**src/rtl/pipe_skid_stage.sv**
```systemverilog
`default_nettype none
// ============================================================================
// Module   : pipe_skid_stage
// Purpose  : Two-entry valid/ready pipeline stage (main + skid register).
//            in_ready is decoded from registered state only, so there is no
//            combinational path from out_ready to in_ready. It supports a
//            flush that drops held beats and a saturating stall counter.
// Ports    : clk          - single clock; all state changes on posedge
//            rst_n        - synchronous active-low reset
//            in_valid     - upstream beat present
//            in_ready     - stage can accept a beat this cycle
//            in_data      - upstream payload [DATA_W]
//            flush        - discard all held beats
//            out_valid    - downstream beat present
//            out_ready    - downstream accepts
//            out_data     - downstream payload [DATA_W] (main register)
//            occupancy    - beats held (0..2)
//            stall_count  - saturating count of back-pressured cycles [CNT_W]
// Revision : 1.0 - initial release
// ============================================================================
module pipe_skid_stage #(
    parameter int DATA_W        = 71,
    parameter int CNT_W         = 16,
    parameter int ZERO_ON_FLUSH = 1
) (
    input  logic              clk,
    input  logic              rst_n,
    input  logic              in_valid,
    output logic              in_ready,
    input  logic [DATA_W-1:0] in_data,
    input  logic              flush,
    output logic              out_valid,
    input  logic              out_ready,
    output logic [DATA_W-1:0] out_data,
    output logic [1:0]        occupancy,
    output logic [CNT_W-1:0]  stall_count
);

    // State encoding doubles as the occupancy count.
    typedef enum logic [1:0] {
        EMPTY = 2'd0,
        ONE   = 2'd1,
        FULL  = 2'd2
    } state_t;

    localparam logic [CNT_W-1:0]  C_STALL_MAX = '1;
    localparam logic [CNT_W-1:0]  C_CNT_ONE   = {{(CNT_W-1){1'b0}}, 1'b1};
    localparam logic [DATA_W-1:0] C_ZERO_DATA = '0;
    localparam bit                C_CLR_ON_FL = (ZERO_ON_FLUSH != 0);

    state_t            r_state;
    logic [DATA_W-1:0] r_main;
    logic [DATA_W-1:0] r_skid;
    logic [CNT_W-1:0]  r_stall;

    logic w_accept;
    logic w_pop;

    assign in_ready    = (r_state != FULL);
    assign out_valid   = (r_state != EMPTY);
    assign out_data    = r_main;
    assign occupancy   = r_state;
    assign stall_count = r_stall;

    assign w_accept = in_valid & in_ready;
    assign w_pop    = out_valid & out_ready;

    always_ff @(posedge clk) begin
        if (!rst_n) begin
            r_state <= EMPTY;
            r_main  <= C_ZERO_DATA;
            r_skid  <= C_ZERO_DATA;
            r_stall <= '0;
        end else begin
            // Stall counting looks only at the output handshake, so a flush
            // neither clears nor skips it.
            if (out_valid && !out_ready && (r_stall != C_STALL_MAX)) begin
                r_stall <= r_stall + C_CNT_ONE;
            end

            if (flush) begin
                // Flush wins over any simultaneous accept or pop.
                r_state <= EMPTY;
                if (C_CLR_ON_FL) begin
                    r_main <= C_ZERO_DATA;
                    r_skid <= C_ZERO_DATA;
                end
            end else begin
                case (r_state)
                    EMPTY: begin
                        if (w_accept) begin
                            r_state <= ONE;
                            r_main  <= in_data;
                        end
                    end
                    ONE: begin
                        if (w_accept && !w_pop) begin
                            r_state <= FULL;
                            r_skid  <= in_data;
                        end else if (w_pop && !w_accept) begin
                            r_state <= EMPTY;
                        end else if (w_accept && w_pop) begin
                            // Pass-through: new beat replaces the departing one.
                            r_main  <= in_data;
                        end
                    end
                    FULL: begin
                        // in_ready is low here, so only a pop can occur.
                        if (w_pop) begin
                            r_state <= ONE;
                            r_main  <= r_skid;
                        end
                    end
                    default: begin
                        r_state <= EMPTY;
                    end
                endcase
            end
        end
    end

endmodule
`default_nettype wire
```
**config.mk**
```make
export PLATFORM = sky130hd
export DESIGN_NAME = pipe_skid_stage
export DESIGN_NICKNAME = d
export VERILOG_FILES = /design/src/rtl/pipe_skid_stage.sv
export SDC_FILE = /design/constraint.sdc
export NUM_CORES = 1
export LEC_CHECK = 0
export CORE_UTILIZATION = 49
export CTS_BUF_LIST = sky130_fd_sc_hd__clkbuf_8
export DETAILED_ROUTE_END_ITERATION = 8
export PLACE_DENSITY = 0.8
export SLEW_MARGIN = 40
export SYNTH_ARGS = -nofsm -noshare
export SYNTH_HDL_FRONTEND = slang
export SYNTH_SLANG_ARGS = --single-unit
```
**constraint.sdc**
```tcl
create_clock -name clk -period 2.15 [get_ports clk]
set_clock_uncertainty 0.2 [all_clocks]
set_input_delay 0.3225 -clock clk [delete_from_list [all_inputs] [get_ports clk]]
set_output_delay 0.3225 -clock clk [all_outputs]
set_load 0.02 [all_outputs]
```
==> flow_summary_export.csv <==
group,metric,value,unit
worst_setup_path,crit_path_max_incr_delay,0.67,ns
worst_setup_path,setup.worst_path.start_class,"flip-flop",
worst_setup_path,crit_type,"flip-flop to output port",
placement,post_dp_cell_area,8410,um2
floorplanning,row_count,41,
clock_tree,cts_hold_buffers,0,
worst_setup_path,worst_path_max_fanout,8,
detailed_routing,drt_first_pass_iters,4,
placement,io_buffer_count,166,
floorplanning,chipWidth,117,um
worst_setup_path,cp_top_family,"buffers and inverters",
layout,drive_gt1_frac,0.0747,
synthesis,yosys.cell_types.count,42,
synthesis,synth_seq_cells,160,
timing,number_of_max_slew_violations_in_the_final_report,0,
detailed_routing,antenna_violating_nets_post_route,0,
power,leakage_component_of_the_power,3.52,nW
timing,timing.max_slew.rel_slack,0.635,
worst_setup_path,worstPathArrival,1.56,ns
global_routing,wire_length_of_the_first_global_routing_pass,24.9,mm
layout,design.final.nets,963,
clock_tree,ctsHtreeMaxLevel,4,
detailed_routing,routedWlPerCell,14.8,um
floorplanning,die_height,117,um
power,report.power.total,5.84,mW
global_routing,grt-ovfl-total,0,
synthesis,postSynthCellCount,736,
layout,synthToLayoutAreaGrowth,35.2,%
detailed_routing,post_drt_via_cell_ratio,5.40,
global_routing,grt_max_degree,72,
worst_setup_path,cpMaxStageDelayCell,"clkdlybuf4s50_1",
worst_setup_path,worstSetupEndpointType,"output port",
synthesis,yosys_warnings,0,
detailed_routing,route.final.wire_length,15.8,mm
layout,most-common-layout-cells,"clkdlybuf4s50_1, dfxtp_1, nand2_1",
placement,place.gp.congestion,0.800,
timing,final_min_period_over_clock_period,0.967,
worst_setup_path,worstPathBufferInverterCount,1,
worst_setup_path,worstPathCellList,"clkdlybuf4s50_1",
clock_tree,cts_inserted_buffers,17,
clock_tree,clkSinkCount,160,
clock_tree,clock_tree.buffer_depth,2,
clock_tree,cts_resized,4,
synthesis,leading_area_contributor_after_synthesis,"dfxtp_1",
layout,antenna-diode-count,0,
power,power.ir.vdd_worst,393,uV
synthesis,ys_seq_area_frac,0.494,
detailed_routing,via_count,5768,
layout,leading_cell_type_in_the_layout_fill_and_taps_excluded,"clkdlybuf4s50_1",
worst_setup_path,crit_required,1.63,ns
detailed_routing,drt_iter0_markers,394,
layout,final_core_utilization,0.686,
timing,report.final.hold_viol_count,0,
floorplanning,num_io_pins,167,
clock_tree,cts_setup_buffers,0,
global_routing,grt.total_usage,0.234,
detailed_routing,route.detailed.drc,0,
synthesis,syn-num-nets,813,
synthesis,synthTopCellsByArea,"dfxtp_1, mux2i_1, nand2_1",
timing,finalSetupViolations,0,
placement,dp.cells,1039,
synthesis,synth.top_cell.area_share,0.494,
hold_path,hold_path_class,"primary input to flip-flop",
clock_tree,clk_root_buffer_cell,"clkbuf_8",
clock_tree,clock_latency_at_the_later_pin_of_the_worst_skew_pair,0.44,ns
synthesis,post_synth_design_cell_area,6480,um2
timing,grt_setup_unrepaired,"no",
floorplanning,start_util,0.508,
run_status,run_status,"completed",
timing,max_slew.worst_pin.slew,0.547,ns
synthesis,syn-mean-instance-area,8.81,um2
layout,final_cell_count_no_fill,1069,
timing,max_freq,481,MHz
global_routing,via_count_of_the_first_global_routing_pass,5473,
floorplanning,fp.dieArea,13700,um2
placement,dp_hpwl,10.7,mm
timing,setup_tns,0,ns
layout,design_area,8770,um2
flow_run,timing.max_cap.violations,0,
clock_tree,cts_tree,"built",
clock_tree,cts.reportedPaths.clkPinSlew,0.07,ns
power,p_per_area,666,nW/um2
floorplanning,core-area,12800,um2
timing,fin_crit,2.08,ns
global_routing,antenna_found_initial,0,
-- final cells by class --
type,count,area [um2]
tap,172,215
multi-input combinational,515,3000
clock buffer,21,289
timing repair buffer,190,1980
sequential,160,3210
fill,1003,4010
clock inverter,9,67.6
inverter,2,7.51
-- synthesized netlist by cell type --
master / count
dfxtp_1: 160
nand2_1: 147
a21oi_1: 84
nor2_1: 75
a211oi_1: 73
mux2i_1: 72
clkbuf_1: 26
buf_2: 23
buf_4: 9
o21ai_0: 7
nand3_1: 6
or3_1: 5
or4_1: 5
nand4_1: 4
o31ai_1: 4
and4_1: 3
nand2b_1: 3
and3_1: 2
inv_1: 2
nand3b_1: 2
nor3_1: 2
nor4_1: 2
a31oi_1: 1
and2_1: 1
and2b_4: 1
and3_2: 1
buf_6: 1
ha_1: 1
nand4_2: 1
nor2b_1: 1
nor4_2: 1
o2111ai_1: 1
o21a_1: 1
o21ai_4: 1
o21ba_2: 1
o21bai_2: 1
o22a_1: 1
o31a_1: 1
o41ai_1: 1
or2_2: 1
or3_2: 1
xor2_1: 1
-- power by group --
group	switching, mW	total [mW]	internal (mW)
combinational	0.374	0.752	0.378
clock	1.00	2.01	1.00
sequential	0.0461	3.08	3.04
total	1.42	5.84	4.42
-- logic make-up (layout without fill, tap and decap cells) --
family | after synthesis | in the layout | share of synthesized area
flops | 160 | 160 | 0.494
buf+inv | 61 | 222 | 0.0461
fa+ha+maj | 1 | 1 | 0.00193
compound gates | 177 | 177 | 0.173
simple gates | 264 | 264 | 0.173
mux | 72 | 72 | 0.111
xor+xnor | 1 | 1 | 0.00135
-- tightest hold or removal path, cell delays in order --
cell             delay (ns)
clkdlybuf4s50_1        0.41
nand2_1                0.06
a21oi_1                0.05
-- sequential cells by signal (all words and copies together), names as in the netlist --
| name | count |
|---|---|
| occupancy | 2 |
| out_data | 71 |
| stall_count | 16 |
| r_skid | 71 |
-- worst paths after layout --
path	from	end	slack (ns)	cells after the start
worst max register to register	stall_count[0]$_SDFFE_PN0P_	stall_count[13]$_SDFFE_PN0P_	0.17	6
worst min register to register	r_skid[53]$_SDFFE_PP0P_	r_skid[53]$_SDFFE_PP0P_	0.25	2
worst max-delay path	stall_count[2]$_SDFFE_PN0P_	stall_count[2]	0.07	1
worst min-delay path	in_data[29]	r_skid[29]$_SDFFE_PP0P_	0.25	3
-- routing by layer --
metal | global-route usage | vias to the layer above | wire length (um) | share of wire
li1 | - | 2877 | - | -
met1 | 0.268 | 2702 | 6590 | 0.42
met2 | 0.408 | 163 | 7990 | 0.50
met3 | 0.0654 | 26 | 913 | 0.058
met4 | 0.103 | 0 | 347 | 0.022
met5 | 0 | - | 0 | 0
-- per-stage QoR --
| stage | hold WS, ns | setup slack, ns |
|---|---|---|
| 6_report | 0.253 | 0.0720 |
| 5_1_grt | 0.241 | 0.00663 |
| 4_1_cts | 0.226 | 0.0383 |
| 3_5_place_dp | 0.246 | -0.0303 |
| 3_3_place_gp | 0.241 | 0.0568 |
| 2_1_floorplan | 0.236 | 0.243 |
Power figures use the tool's default switching activity.
